==> config.mk <==
export PLATFORM = sky130hd
export DESIGN_NAME = rf_port_arb
export DESIGN_NICKNAME = d
export VERILOG_FILES = /design/src/rtl/rf_port_arb.sv
export SDC_FILE = /design/constraint.sdc
export NUM_CORES = 1
export LEC_CHECK = 0
export ABC_CLOCK_PERIOD_IN_PS = 2200
export CORE_ASPECT_RATIO = 1.4
export CORE_MARGIN = 8
export CORE_UTILIZATION = 30
export CTS_CLUSTER_SIZE = 8
export DETAILED_ROUTE_END_ITERATION = 8
export GPL_TIMING_DRIVEN = 0
export HOLD_SLACK_MARGIN = 0.05
export PLACE_DENSITY = 0.7
export SETUP_SLACK_MARGIN = 0.2
export SLEW_MARGIN = 20
export SYNTH_ARGS = -nofsm -noshare
export SYNTH_HDL_FRONTEND = slang
export SYNTH_SLANG_ARGS = --single-unit
==> constraint.sdc <==
create_clock -name CLK -period 2.2 [get_ports CLK]
set_input_delay 0.44 -clock CLK [delete_from_list [all_inputs] [get_ports CLK]]
set_output_delay 0.44 -clock CLK [all_outputs]
set_load 0.05 [all_outputs]
==> src/rtl/rf_port_arb.sv <==
`default_nettype none
// =============================================================================
// Module  : rf_port_arb
// Purpose : Round-robin two-port arbiter in front of a single register file.
// Revision: 1.0
// =============================================================================
module rf_port_arb #(
  parameter int data_Width = 8,
  parameter int Addr_width = 4,
  parameter int RD_TIMEOUT = 8
) (
  input  logic                  CLK,
  input  logic                  RST,
  input  logic                  A_REQ,
  input  logic                  B_REQ,
  input  logic                  A_WR,
  input  logic                  B_WR,
  input  logic [Addr_width-1:0] A_ADDR,
  input  logic [Addr_width-1:0] B_ADDR,
  input  logic [data_Width-1:0] A_WDATA,
  input  logic [data_Width-1:0] B_WDATA,
  output logic                  A_GNT,
  output logic                  B_GNT,
  output logic [data_Width-1:0] A_RDATA,
  output logic [data_Width-1:0] B_RDATA,
  output logic                  A_RVLD,
  output logic                  B_RVLD,
  output logic                  A_ERR,
  output logic                  B_ERR,
  output logic [Addr_width-1:0] RF_Address,
  output logic                  RF_WrEn,
  output logic                  RF_RdEn,
  output logic [data_Width-1:0] RF_WrData,
  input  logic [data_Width-1:0] RF_RdData,
  input  logic                  RF_RdData_Valid,
  output logic                  BUSY
);

  typedef enum logic [1:0] {
    S_IDLE    = 2'd0,
    S_GRANT   = 2'd1,
    S_DONE    = 2'd2,
    S_WAIT_RD = 2'd3
  } state_t;

  localparam logic [7:0] c_rd_timeout = 8'(RD_TIMEOUT);

  state_t                r_state, w_state_nxt;
  logic                  r_owner_b, w_owner_b;
  logic                  r_wr, w_wr;
  logic                  r_last_b, w_last_b;
  logic [7:0]            r_cnt, w_cnt;
  logic                  r_a_gnt, w_a_gnt, r_b_gnt, w_b_gnt;
  logic                  r_a_rvld, w_a_rvld, r_b_rvld, w_b_rvld;
  logic                  r_a_err, w_a_err, r_b_err, w_b_err;
  logic [data_Width-1:0] r_a_rdata, w_a_rdata, r_b_rdata, w_b_rdata;
  logic [Addr_width-1:0] r_rf_addr, w_rf_addr;
  logic [data_Width-1:0] r_rf_wrdata, w_rf_wrdata;
  logic                  r_rf_wren, w_rf_wren, r_rf_rden, w_rf_rden;
  logic                  r_busy, w_busy;
  logic                  w_pick_b;
  logic                  w_ret;
  logic                  w_ret_err;
  logic [data_Width-1:0] w_ret_data;

  always_comb begin
    w_state_nxt = r_state;
    w_owner_b   = r_owner_b;
    w_wr        = r_wr;
    w_last_b    = r_last_b;
    w_cnt       = r_cnt;
    w_a_gnt     = 1'b0;
    w_b_gnt     = 1'b0;
    w_rf_wren   = 1'b0;
    w_rf_rden   = 1'b0;
    w_rf_addr   = r_rf_addr;
    w_rf_wrdata = r_rf_wrdata;
    w_pick_b    = B_REQ && (!A_REQ || !r_last_b);
    w_ret       = 1'b0;
    w_ret_err   = 1'b0;
    w_ret_data  = '0;
    case (r_state)
      S_IDLE: begin
        if (A_REQ || B_REQ) begin
          w_owner_b   = w_pick_b;
          w_last_b    = w_pick_b;
          w_wr        = w_pick_b ? B_WR : A_WR;
          w_rf_addr   = w_pick_b ? B_ADDR : A_ADDR;
          w_rf_wrdata = w_pick_b ? B_WDATA : A_WDATA;
          w_a_gnt     = !w_pick_b;
          w_b_gnt     = w_pick_b;
          w_rf_wren   = w_wr;
          w_rf_rden   = !w_wr;
          w_state_nxt = S_GRANT;
        end
      end
      S_GRANT: begin
        w_cnt       = 8'd1;
        w_state_nxt = r_wr ? S_DONE : S_WAIT_RD;
      end
      S_DONE: w_state_nxt = S_IDLE;
      S_WAIT_RD: begin
        // Valid takes priority over a timeout landing in the same cycle
        if (RF_RdData_Valid) begin
          w_ret       = 1'b1;
          w_ret_data  = RF_RdData;
          w_state_nxt = S_IDLE;
        end else if (r_cnt >= c_rd_timeout) begin
          w_ret       = 1'b1;
          w_ret_err   = 1'b1;
          w_state_nxt = S_IDLE;
        end else begin
          w_cnt = r_cnt + 8'd1;
        end
      end
      default: w_state_nxt = S_IDLE;
    endcase
    w_a_rvld  = w_ret && !r_owner_b;
    w_b_rvld  = w_ret && r_owner_b;
    w_a_err   = w_ret_err && !r_owner_b;
    w_b_err   = w_ret_err && r_owner_b;
    w_a_rdata = w_a_rvld ? w_ret_data : r_a_rdata;
    w_b_rdata = w_b_rvld ? w_ret_data : r_b_rdata;
    w_busy    = (w_state_nxt != S_IDLE);
  end

  always_ff @(posedge CLK or negedge RST) begin
    if (!RST) begin
      r_state     <= S_IDLE;
      r_owner_b   <= 1'b0;
      r_wr        <= 1'b0;
      r_last_b    <= 1'b1;
      r_cnt       <= '0;
      r_a_gnt     <= 1'b0;
      r_b_gnt     <= 1'b0;
      r_a_rvld    <= 1'b0;
      r_b_rvld    <= 1'b0;
      r_a_err     <= 1'b0;
      r_b_err     <= 1'b0;
      r_a_rdata   <= '0;
      r_b_rdata   <= '0;
      r_rf_addr   <= '0;
      r_rf_wrdata <= '0;
      r_rf_wren   <= 1'b0;
      r_rf_rden   <= 1'b0;
      r_busy      <= 1'b0;
    end else begin
      r_state     <= w_state_nxt;
      r_owner_b   <= w_owner_b;
      r_wr        <= w_wr;
      r_last_b    <= w_last_b;
      r_cnt       <= w_cnt;
      r_a_gnt     <= w_a_gnt;
      r_b_gnt     <= w_b_gnt;
      r_a_rvld    <= w_a_rvld;
      r_b_rvld    <= w_b_rvld;
      r_a_err     <= w_a_err;
      r_b_err     <= w_b_err;
      r_a_rdata   <= w_a_rdata;
      r_b_rdata   <= w_b_rdata;
      r_rf_addr   <= w_rf_addr;
      r_rf_wrdata <= w_rf_wrdata;
      r_rf_wren   <= w_rf_wren;
      r_rf_rden   <= w_rf_rden;
      r_busy      <= w_busy;
    end
  end

  assign A_GNT      = r_a_gnt;
  assign B_GNT      = r_b_gnt;
  assign A_RVLD     = r_a_rvld;
  assign B_RVLD     = r_b_rvld;
  assign A_ERR      = r_a_err;
  assign B_ERR      = r_b_err;
  assign A_RDATA    = r_a_rdata;
  assign B_RDATA    = r_b_rdata;
  assign RF_Address = r_rf_addr;
  assign RF_WrData  = r_rf_wrdata;
  assign RF_WrEn    = r_rf_wren;
  assign RF_RdEn    = r_rf_rden;
  assign BUSY       = r_busy;

endmodule
`default_nettype wire

==> qor.csv <==
stage,metric,value,unit
outcome,status,"finished, final reports clean",
sta,Relative slew margins,0.630,
clock_network,Clock Sink Count,50,
sta,Fin Clk Skew,8.45,ps
worst_setup_path,Worst Path Required,1760,ps
synthesis,"Seq/Total Area, Yosys",0.630,
global_route,grt ovf,0,
place,Post-Place Cell Area,0.00285,mm^2
hold_path,Worst Hold Class,in -> async,
drt,Post-route DRC,0,
power,switching share of power,0.454,
final_layout,nets@finish,287,
floorplan,I/O pins,76,
clock_network,CTS tree,yes,
worst_setup_path,crit-path leading delay family,buffers and inverters,
final_layout,"Core Util, Final",0.457,
drt,Routed met2 length,2470,um
drt,highest metal used,met4,
floorplan,die footprint,0.00952,mm^2
synthesis,xor and xnor area share after synthesis,0,
synthesis,synth unique cells,30,
clock_network,Clk Tree Root Cell,clkbuf_8,
drt,Routed Antenna Nets,0,
power,Int Power,2.38,mW
synthesis,share of the synthesized area in the top cell type,0.617,
synthesis,"count leader, synth",dfrtp_1,
sta,Setup Total Neg Slack,0,ps
synthesis,flop and latch count out of synthesis,50,
clock_network,Max Root-Sink Buffers,2,
sta,final setup violation count,0,
place,Placed Cells,313,
power,Leak,1.32,nW
floorplan,row count,35,
power,power share of the combinational group,0.518,
clock_network,Setup Buffers After CTS,0,
final_layout,"non-filler cells, final",321,
synthesis,Ys Warns,0,
global_route,total global-route track usage,0.107,
sta,post-layout minimum cycle time,1950,ps
floorplan,die width,84.8,um
synthesis,post-synthesis cell count,163,
clock_network,htree depth,2,
synthesis,post-synthesis simple-gate area fraction,0.118,
synthesis,post-synthesis adder-cell area fraction,0.0126,
floorplan,die height,112,um
global_route,largest net degree at the start of global routing,34,
synthesis,complex-gate fraction of the synthesized area,0.145,
drt,DR WL met3,367,um
sta,Final Hold Fails,0,
worst_setup_path,Crit path largest cell delay,850,ps
worst_setup_path,Critical Setup Path Class,reg -> out,
final_layout,Diodes inserted,0,
power,Clk pwr share,0.148,
clock_network,number of CTS-inserted buffers,5,
final_layout,finished layout cell area,0.00296,mm^2
sta,Final Max Slew Viols,0,
clock_network,cts repair resizes,0,
drt,Initial DRT Pass Iterations,3,
synthesis,Area contributors post-synth,"dfrtp_1 62%, a22o_1 7.0%, mux2i_1 6.5%",
synthesis,Synth Area per Inst,12.2,um^2
drt,Avg WL per Cell,15.3,um
sta,WHS,57.3,ps
power,Sequential Power Share,0.334,
place,gpl congestion,0.778,
floorplan,core area,0.00648,mm^2
place,hpwl dp,3830,um
global_route,initial antenna violation count,0,
power,Worst VDD drop,684,uV
sta,slew of the pin with the lowest slew margin,553,ps
drt,routed vias,1551,
clock_network,clock-pin slew on the worst setup and hold paths,90,ps
synthesis,net count after synthesis,204,
synthesis,ys flop type,dfrtp_1,
synthesis,Post-synth EDFFs,0,
drt,wl on met1,2040,um
power,power density over the cells,1470,mW/mm^2
synthesis,mux cell area share after synthesis,0.0654,
global_route,first-pass GRT wire length,8360,um
worst_setup_path,Crit Path Max Fanout,2,
sta,ratio of final minimum period to clock period,0.887,
floorplan,Initial Utilization,0.307,
sta,RSZ-0062 raised after global routing,no,
worst_setup_path,worst path bufs/invs,1,
drt,Post-Route WL,4920,um
final_layout,layout cells sized above 1,0.0810,
worst_setup_path,critical path's slowest cell,clkdlybuf4s50_1,
synthesis,Synth top cells by count,"49 x dfrtp_1, 16 x a22o_1, 15 x nand2_1, 15 x o21ai_0, 13 x mux2i_1",
worst_setup_path,"Cell Chain, Critical Path",clkdlybuf4s50_1,
drt,starting DRC count in detailed routing,36,
sta,max frequency,513,MHz
worst_setup_path,CP endpoint kind,primary output,
run,Max Cap Viol,0,
synthesis,leading area contributor after synthesis,dfrtp_1,
power,total power,4.36,mW
place,count of input and output buffers,75,
clock_network,clk_lat worst skew,300,ps
place,"worst slack, placed",-124,ps
power,Psw,1.98,mW
synthesis,main combinational cell family by area after synthesis,compound AO/OA/AOI/OAI gates,
final_layout,Area Overhead vs Synth,49.1,%
synthesis,Synth Cell Area,0.00199,mm^2
global_route,vias in the first global route,1679,
synthesis,"FFs w/ async S/R, synth",1.00,
clock_network,cts hold-fix bufs,0,
drt,vias per cell,4.83,
worst_setup_path,data arrival time of the critical path,1510,ps
sta,"Worst Setup Slack, final",250,ps
worst_setup_path,Setup crit start kind,flip-flop,
## registers in the layout (all words and copies together), names as in the netlist, 2 cells and up
signal      count
RF_Address      4
RF_WrData       8
r_state         2
B_RDATA         8
r_cnt           8
A_RDATA         8
## kinds of logic after synthesis
logic type	count (synthesis)
adders and majority gates	2
muxes	13
buffers and inverters	14
and+or+nand+nor	43
DFF	50
AOI/OAI and AO/OA	41
## area by class of cell
type	instances	area [um^2]
Buffer	8	35.0
Clock buffer	6	72.6
Clock inverter	2	37.5
Fill cell	608	3520
Inverter	6	22.5
Multi-Input combinational cell	99	686
Sequential cell	50	1250
Tap cell	74	92.6
Timing Repair Buffer	76	766
## power by group through the flow
stage | Sequential [mW] | Clock, mW | Combinational, mW
floorplan | 2.39 | 0 | 0.528
global placement | 1.46 | 0 | 2.25
detailed placement | 1.47 | 0 | 2.29
CTS | 1.46 | 0.662 | 2.29
global route | 1.50 | 0.697 | 2.39
finish | 1.45 | 0.644 | 2.26
## layout by cell type (no fill, tap or decap), drive strengths merged
cell and n:
a21boi 1, a21o 1, a21oi 2, a22o 16, a31o 1, a31oi 2, and2 7, and4 1
buf 6, bufinv 1, clkbuf 10, clkdlybuf4s50 74, clkinvlp 1, dfrtp 49, dfstp 1, ha 2
inv 6, mux2i 13, nand2 16, nand2b 1, nand4 3, nor2 8, nor3 2, nor4 2
nor4b 1, o21a 2, o21ai 15, o221ai 1, or3 1, or4 1
## routing by layer
layer  GRT usage  up-vias
li1            -      740
met1       0.121      751
met2       0.183       54
met3      0.0409        6
met4      0.0274        0
met5           0        -
## final timing paths
check	startpoint	to	slack, ps	depth (start not counted)
worst min-delay path	RST	B_RVLD	60	1
min in group CLK	RF_WrData[1]	RF_WrData[1]	480	2
worst max-delay path	RF_WrData[6]	RF_WrData[6]	250	1
worst min register to register	RF_WrData[1]	RF_WrData[1]	480	2
max in group asynchronous	RST	r_cnt[1]	1620	2
worst max register to register	r_state[0]	RF_WrData[7]	390	7
No activity file was read; power rests on OpenSTA's default activity.
